==> src/rtl/ram2_lsu_pkg.sv <==
// Shared types and lane helpers for the Ram2 load/store unit.
// Size encodings, FSM state enum, and little-endian lane extract/merge functions.
package ram2_lsu_pkg;

   localparam logic [1:0] SZ_BYTE = 2'b00;
   localparam logic [1:0] SZ_HALF = 2'b01;
   localparam logic [1:0] SZ_WORD = 2'b10;
   localparam logic [1:0] SZ_ILL  = 2'b11;

   typedef enum logic [2:0] {
      IDLE  = 3'd0,
      LOAD  = 3'd1,
      ST_RD = 3'd2,
      ST_WR = 3'd3,
      RESP  = 3'd4
   } state_e;

   // Pull the addressed byte/half down to bit 0, then sign- or zero-extend.
   function automatic logic [31:0] lane_extract(
      input logic [31:0] word,
      input logic [1:0]  off,
      input logic [1:0]  size,
      input logic        sgn
   );
      logic [31:0] sh;
      sh = word >> {off, 3'b000};
      case (size)
         SZ_BYTE: return {{24{sgn & sh[7]}}, sh[7:0]};
         SZ_HALF: return {{16{sgn & sh[15]}}, sh[15:0]};
         default: return word;
      endcase
   endfunction

   // Replace the addressed lane(s) of word with the low bits of wdata.
   function automatic logic [31:0] lane_merge(
      input logic [31:0] word,
      input logic [31:0] wdata,
      input logic [1:0]  off,
      input logic [1:0]  size
   );
      logic [31:0] mask;
      logic [31:0] data;
      case (size)
         SZ_BYTE: begin
            mask = 32'h0000_00FF << {off, 3'b000};
            data = {4{wdata[7:0]}};
         end
         SZ_HALF: begin
            mask = 32'h0000_FFFF << {off, 3'b000};
            data = {2{wdata[15:0]}};
         end
         default: begin
            mask = 32'hFFFF_FFFF;
            data = wdata;
         end
      endcase
      return (word & ~mask) | (data & mask);
   endfunction

endpackage

==> src/rtl/ram2_lsu_lane.sv <==
// Combinational lane unit: extract/extend for loads, read-modify-write merge for
// sub-word stores. Both paths share the same latched offset and size.
module ram2_lsu_lane
   import ram2_lsu_pkg::*;
(
   input  logic [31:0] rd_word_i,
   input  logic [31:0] wdata_i,
   input  logic [1:0]  off_i,
   input  logic [1:0]  size_i,
   input  logic        sgn_i,
   output logic [31:0] load_data_o,
   output logic [31:0] merge_data_o
);

   assign load_data_o  = lane_extract(rd_word_i, off_i, size_i, sgn_i);
   assign merge_data_o = lane_merge(rd_word_i, wdata_i, off_i, size_i);

endmodule

==> src/rtl/ram2_lsu.sv <==
// Load/store initiator in front of the word-addressed Ram2 data memory.
// Optional RAM2_LSU_PERF_EN adds saturating load/store/error counters.
module ram2_lsu
   import ram2_lsu_pkg::*;
#(
   parameter int  WORD_WIDTH = 32,
   parameter int  ENTRIES    = 100,
   localparam int AW         = $clog2(ENTRIES)
) (
   input  logic                  Clk,
   input  logic                  Rst,
   input  logic                  req_valid,
   output logic                  req_ready,
   input  logic                  req_we,
   input  logic [1:0]            req_size,
   input  logic                  req_signed,
   input  logic [31:0]           req_addr,
   input  logic [WORD_WIDTH-1:0] req_wdata,
   output logic                  resp_valid,
   output logic [WORD_WIDTH-1:0] resp_rdata,
   output logic                  resp_err,
   output logic [AW-1:0]         ram_A,
   output logic [WORD_WIDTH-1:0] ram_WD,
   output logic                  ram_WE,
   input  logic [WORD_WIDTH-1:0] ram_RD
`ifdef RAM2_LSU_PERF_EN
   ,
   output logic [31:0]           load_cnt,
   output logic [31:0]           store_cnt,
   output logic [31:0]           err_cnt
`endif
);

   localparam logic [29:0] ENTRIES_W = 30'(ENTRIES);

   state_e      state_q, state_d;
   logic [AW+1:0] addr_q, addr_d;
   logic [1:0]  size_q, size_d;
   logic        signed_q, signed_d;
   logic [31:0] wdata_q, wdata_d;
   logic [31:0] merge_q, merge_d;
   logic [31:0] rdata_q, rdata_d;
   logic        err_q, err_d;

   logic        req_err;
   logic [31:0] lane_load;
   logic [31:0] lane_merged;

   ram2_lsu_lane u_lane (
      .rd_word_i    (ram_RD),
      .wdata_i      (wdata_q),
      .off_i        (addr_q[1:0]),
      .size_i       (size_q),
      .sgn_i        (signed_q),
      .load_data_o  (lane_load),
      .merge_data_o (lane_merged)
   );

   always_comb begin
      req_err = 1'b0;
      if (req_size == SZ_ILL)                          req_err = 1'b1;
      if (req_size == SZ_HALF && req_addr[0])          req_err = 1'b1;
      if (req_size == SZ_WORD && req_addr[1:0] != 2'b00) req_err = 1'b1;
      if (req_addr[31:2] >= ENTRIES_W)                 req_err = 1'b1;
   end

   always_comb begin
      state_d  = state_q;
      addr_d   = addr_q;
      size_d   = size_q;
      signed_d = signed_q;
      wdata_d  = wdata_q;
      merge_d  = merge_q;
      rdata_d  = rdata_q;
      err_d    = err_q;
      case (state_q)
         IDLE: begin
            if (req_valid) begin
               addr_d   = req_addr[AW+1:0];
               size_d   = req_size;
               signed_d = req_signed;
               wdata_d  = req_wdata;
               rdata_d  = '0;
               err_d    = req_err;
               if (req_err)               state_d = RESP;
               else if (!req_we)          state_d = LOAD;
               else if (req_size == SZ_WORD) state_d = ST_WR;
               else                       state_d = ST_RD;
            end
         end
         LOAD: begin
            rdata_d = lane_load;
            state_d = RESP;
         end
         ST_RD: begin
            merge_d = lane_merged;
            state_d = ST_WR;
         end
         ST_WR:   state_d = RESP;
         RESP:    state_d = IDLE;
         default: state_d = IDLE;
      endcase
   end

   always_ff @(posedge Clk) begin
      if (Rst) begin
         state_q  <= IDLE;
         addr_q   <= '0;
         size_q   <= SZ_BYTE;
         signed_q <= 1'b0;
         wdata_q  <= '0;
         merge_q  <= '0;
         rdata_q  <= '0;
         err_q    <= 1'b0;
      end else begin
         state_q  <= state_d;
         addr_q   <= addr_d;
         size_q   <= size_d;
         signed_q <= signed_d;
         wdata_q  <= wdata_d;
         merge_q  <= merge_d;
         rdata_q  <= rdata_d;
         err_q    <= err_d;
      end
   end

   assign req_ready  = (state_q == IDLE);
   assign resp_valid = (state_q == RESP);
   assign resp_err   = (state_q == RESP) & err_q;
   assign resp_rdata = (state_q == RESP) ? rdata_q : '0;

   // Memory port is idle (all zero) outside the three access states.
   assign ram_A  = (state_q == LOAD || state_q == ST_RD || state_q == ST_WR)
                   ? addr_q[AW+1:2] : '0;
   assign ram_WD = (state_q == ST_WR) ? ((size_q == SZ_WORD) ? wdata_q : merge_q) : '0;
   assign ram_WE = (state_q == ST_WR) & ~Rst;

`ifdef RAM2_LSU_PERF_EN
   logic store_cls_q;

   always_ff @(posedge Clk) begin
      if (Rst) begin
         store_cls_q <= 1'b0;
         load_cnt    <= '0;
         store_cnt   <= '0;
         err_cnt     <= '0;
      end else begin
         if (state_q == IDLE && req_valid) store_cls_q <= req_we;
         if (state_q == RESP) begin
            if (err_q) begin
               if (err_cnt != 32'hFFFF_FFFF) err_cnt <= err_cnt + 32'd1;
            end else if (store_cls_q) begin
               if (store_cnt != 32'hFFFF_FFFF) store_cnt <= store_cnt + 32'd1;
            end else begin
               if (load_cnt != 32'hFFFF_FFFF) load_cnt <= load_cnt + 32'd1;
            end
         end
      end
   end
`endif

endmodule

==> config.mk <==
export PLATFORM = sky130hd
export DESIGN_NAME = ram2_lsu
export DESIGN_NICKNAME = d
export VERILOG_FILES = /design/src/rtl/ram2_lsu_pkg.sv /design/src/rtl/ram2_lsu_lane.sv /design/src/rtl/ram2_lsu.sv
export SDC_FILE = /design/constraint.sdc
export NUM_CORES = 1
export LEC_CHECK = 0
export CAP_MARGIN = 20
export CORE_ASPECT_RATIO = 1.25
export CORE_MARGIN = 2
export CORE_UTILIZATION = 51
export CTS_BUF_LIST = sky130_fd_sc_hd__clkbuf_8 sky130_fd_sc_hd__clkbuf_16
export DETAILED_ROUTE_END_ITERATION = 8
export PLACE_DENSITY = 0.95
export SLEW_MARGIN = 10
export SYNTH_ARGS = -nofsm -noshare
export SYNTH_HDL_FRONTEND = slang
export SYNTH_SLANG_ARGS = --single-unit
==> constraint.sdc <==
create_clock -name Clk -period 3.9 [get_ports Clk]
set_clock_uncertainty 0.05 [all_clocks]
set_input_delay 0.78 -clock Clk [delete_from_list [all_inputs] [get_ports Clk]]
set_output_delay 0.78 -clock Clk [all_outputs]
set_load 0.005 [all_outputs]
# After elaboration in Yosys (flattened, before gate mapping)
# Cells that the tools add are included.
# Widths: inputs -> output; s select.
# op_classes
order_cmp	1
eq_ne	10
shifts	3
muxes	18
bitwise	9
reduce_logical	11
# op_table
operator	count
$pmux 32 s2	4
$mux 32	4
$and 32x32->32	2
$not 32->32	1
$or 32x32->32	1
$shl 16x5->32 const A	1
$shl 8x5->32 const A	1
$shr 32x5->16	1
$ge 30x7->1 const B	1
$pmux 3 s3	1
$mux 7	1
$eq 2x2->1 const B	3
$eq 3x2->1 const B	2
$mux 3	2
$mux 1	5
$and 1x1->1	4
$eq 2x1->1 const B	2
$reduce_and 2->1	2
$reduce_bool 2->1	2
$eq 3x1->1 const B	1
$eq 3x3->1 const B	1
$logic_not 3->1	1
$logic_and 1x1->1	2
$logic_not 2->1	1
5 further kinds	6
# word_totals
register_bits	112
in_bits	103
output_inout_bits	75
wordCells	60

# Depth between registers and ports, before layout
# logic_depth
ltp_word	8
mapped_depth	7
mapped_depth_nobuf	4

# Hierarchy
# Synthesis repeated with hierarchy kept, for this count alone.
# hier_totals
cells_unflattened	886
area_unflattened_um2	6331.1
# modules_own_cells
mod	n_inst	cells_per_inst	area_per_inst_um2
ram2_lsu	1	638	4773.3
ram2_lsu_lane	1	248	1557.7

# Worst setup path before layout
# Ideal clock, no wire load.
# synth_timing
path_type	input -> output
from	in Rst
to	out ram_WE
t_arrival_ns	1.392
t_required_ns	3.070
setup_slack_ns	1.678
stages	3
n_path_buf	2
path_cell_list	clkbuf_1 > clkbuf_1 > nor2_1
# synth_via
elab_chain_len	2
# synth_rtl
item	line	text
start: declaration	ram2_lsu.sv:11	input logic Rst,
$not 1->1	ram2_lsu.sv:136	assign ram_WE = (state_q == ST_WR) & ~Rst;
$and 1x1->1	ram2_lsu.sv:136	
end: declaration	ram2_lsu.sv:24	output logic ram_WE,
# Every way passes these cells.

# Worst setup path in the final report
# layout_timing
from	reg size_q[1]
to	out ram_WD[26]
# layout_via
elab_chain_len	3
# layout_rtl
item	line	text
start: declaration	ram2_lsu.sv:38	logic [1:0] size_q, size_d;
start signal: assignment	ram2_lsu.sv:118	size_q <= size_d;
$eq 2x2->1	ram2_lsu.sv:135	assign ram_WD = (state_q == ST_WR) ? ((size_q == SZ_WORD) ? wdata_q : merge_q) : '0;
$mux 32 (2 in series)	ram2_lsu.sv:135	
end: declaration	ram2_lsu.sv:23	output logic [WORD_WIDTH-1:0] ram_WD,
# Every way passes these cells.

==> impl_metrics.py <==
metrics = {
    "routing": {
        "drtPass1Iterations": 5,
        "postRouteAntennaNets": 0,
        "viasPerCell": 6.138,
        "vias": 6322,
        "wl_um": 19050,
        "drt_iter0_markers": 543,
        "wl_per_cell_um": 18.49,
        "route.detailed.drc": 0,
    },
    "sta": {
        "rsz0062_at_grt": "false",
        "fin_crit_sh_pct": 84.55,
        "fin_setup_tns_ns": 0,
        "hold_viol": 0,
        "drv_slew": 0,
        "period_minus_slack_ns": 3.297,
        "worst_pin_slew_ns": 1.067,
        "relSlewSlack_pct": 28.70,
        "setup_viol": 0,
        "fmax_mhz": 303.3,
    },
    "placed_design": {
        "dp_hpwl_um": 13660,
        "port_buffers": 177,
        "place_congestion": 0.9869,
        "placed_area_um2": 7617,
    },
    "finish": {
        "n_antenna_cell": 0,
        "syn2layout_area_growth_pct": 34.78,
        "fill_cells": 808,
        "layout_common_cells": "nand2_1 (190), clkdlybuf4s50_1 (176), dfxtp_1 (112), a21oi_1 (106), and3_1 (34)",
        "final_common_cell": "nand2_1",
        "post-route-cell-area_um2": 7889,
        "drive_above_1_share_pct": 6.480,
        "multi_input_area_um2": 3296,
        "nNetsFinal": 993,
        "regArea_um2": 2242,
    },
    "global_routing": {
        "grt.overflow.total": 0,
        "grt_pass1_wl_um": 29710,
        "grt_pass1_vias": 5779,
        "grt_util_all_layers_pct": 30.51,
        "antenna_found_initial": 0,
        "grt_max_degree": 82,
    },
    "power": {
        "combinationalPowerShare_pct": 15.5,
        "vdd_drop_max_mv": 0.1942,
        "internal_power_uw": 1786,
        "swShare_pct": 27.18,
        "p_sw_uw": 666.5,
        "powerDensity_nw_per_um2": 310.9,
        "seqPwrFrac_pct": 49.2,
        "leakagePower_uw": 0.002799,
        "p_clk_share_pct": 35.3,
    },
    "synthesis": {
        "synth_edf_count": 0,
        "synthArstFlopShare_pct": 0,
        "syn_nets": 858,
        "synthFlopType": "dfxtp_1",
        "synthCells": 755,
        "syn_area_per_cell_um2": 7.752,
        "synth_area_um2": 5853,
        "synth_cell_type_count": 42,
        "ys_ff_latch": 112,
        "seq_area_frac_synth_pct": 38.31,
        "ys_warn_count": 0,
    },
    "floorplanning": {
        "rows": 43,
        "start_util_pct": 52.56,
        "coreArea_um2": 11140,
        "die_w_um": 99.82,
        "fp.dieH_um": 123.8,
        "io_pins": 178,
        "die-area_um2": 12360,
    },
    "cts": {
        "postCtsSetupBuffers": 0,
        "worstSkewPairLatency_ns": 0.35,
        "cts_sinks": 112,
        "clk_path_buf_depth": 2,
        "h-tree-depth": 3,
        "cts_tree": "yes",
        "cts_hold_buffers": 0,
        "path_clk_slew_ns": 0.07,
        "numCtsBuffers": 9,
        "ctsResizeCount": 0,
        "root_buffer": "clkbuf_16",
    },
    "setup_path": {
        "path_class": "register to output pin",
        "worstSetupStartpointType": "register",
        "required_ns": 3.07,
        "cp_max_fo": 20,
        "end_kind": "output pin",
        "cp_data_arrival_time_ns": 2.47,
    },
    "flow_run": {
        "drv_cap": 0,
    },
    "min_path": {
        "hold_class": "register to register",
    },
    "status": {
        "outcome": "completed",
    },
}
-- stage by stage --
| stage | util [%] | total power [uW] | cells | worst slack (ns) | hold slack [ns] |
|---|---|---|---|---|---|
| floorplan | - | 1417 | 755 | 1.678 | 0.3743 |
| global placement | 68.40 | 1593 | 1014 | 1.084 | 0.3877 |
| detailed placement | 68.40 | 1601 | 1014 | 1.036 | 0.3930 |
| CTS | 70.83 | 2445 | 1030 | 0.6349 | 0.4025 |
| global route | 70.83 | 2524 | 1030 | 0.4815 | 0.4222 |
| finish | 70.83 | 2452 | 1030 | 0.6025 | 0.3984 |
-- cells in the mapped netlist (2+ instances only) --
library cell  count  area, um^2
nand2_1         190       713.2
dfxtp_1         112        2242
a21oi_1         106       530.5
clkbuf_1         44       165.2
and3_1           34       212.7
nor2_1           29       108.9
o21ai_0          27       135.1
mux2i_1          25       250.2
o2bb2ai_1        20       175.2
a221o_1          17       170.2
mux2_2           17       191.4
buf_2            16       80.08
nor4_1           14       87.58
and2_1           12       75.07
nand2b_1          9       56.30
nand3b_1          9       67.56
a211o_1           8       70.07
a211oi_1          8       60.06
a22oi_1           8       60.06
a311oi_1          8       70.07
nor3_1            7       35.03
buf_1             4       15.01
nor2b_1           4       25.02
buf_6             3       33.78
inv_1             3       11.26
a21oi_2           2       17.52
buf_4             2       15.01
o2111ai_1         2       17.52
or4b_1            2       20.02
-- final timing paths --
| check | startpoint | end | slack (ns) | cells past startpoint |
|---|---|---|---|---|
| worst min register to register | addr_q[5]$_SDFFE_PP0P_ | addr_q[5]$_SDFFE_PP0P_ | 0.40 | 2 |
| worst min-delay path | addr_q[5]$_SDFFE_PP0P_ | addr_q[5]$_SDFFE_PP0P_ | 0.40 | 2 |
| worst max-delay path | size_q[1]$_SDFFE_PP0P_ | ram_WD[26] | 0.60 | 6 |
| worst max register to register | state_q[2]$_SDFFE_PP0P_ | rdata_q[25]$_SDFFE_PP0P_ | 1.66 | 6 |
-- critical path, stage by stage (launching register included) --
cell and delay (ns):
dfxtp_1 0.33, inv_1 0.22, nor2_2 0.54, buf_12 0.22
nand2_1 0.07, a21oi_1 0.18, clkdlybuf4s50_1 0.53
-- cell type report --
type | instances | share of cell area, %
clock buffers | 9 | 2.855
clock inverters | 7 | 0.5868
multi-input cells | 571 | 41.78
inverters | 3 | 0.1427
repair buffers | 193 | 24.08
flip-flops and latches | 112 | 28.42
well taps | 135 | 2.141
-- flip-flops by register name (all words and copies together) (netlist names) --
name	cells
signed_q	1
addr_q	9
wdata_q	32
rdata_q	32
err_q	1
size_q	2
merge_q	32
state_q	3
-- kinds of logic (layout without fill, tap and decap cells) --
group                  Yosys count  count (layout)  synth area share (%)
AO/OA/AOI/OAI                  213             213                 23.47
buffers and inverters           72             212                 5.472
AND/OR/NAND/NOR                315             315                 24.82
flip-flops                     112             112                 38.31
multiplexers                    43              43                 7.931
-- power groups by stage --
| stage | registers (uW) | clock network [uW] | logic, uW |
|---|---|---|---|
| 3_3_place_gp | 1230 | 0 | 365 |
| 5_1_grt | 1210 | 908 | 408 |
| 2_1_floorplan | 1210 | 0 | 203 |
| 4_1_cts | 1200 | 868 | 374 |
| 6_report | 1210 | 865 | 381 |
| 3_5_place_dp | 1230 | 0 | 371 |
-- layer usage --
layer / GRT usage [%] / up-vias / part of all wire [%]
li1: - / 2947 / -
met1: 37.97 / 2877 / 38
met2: 48.78 / 389 / 46
met3: 5.331 / 109 / 9.1
met4: 19.86 / 0 / 6.6
met5: 0 / - / 0
No activity file was read; power rests on OpenSTA's default activity.
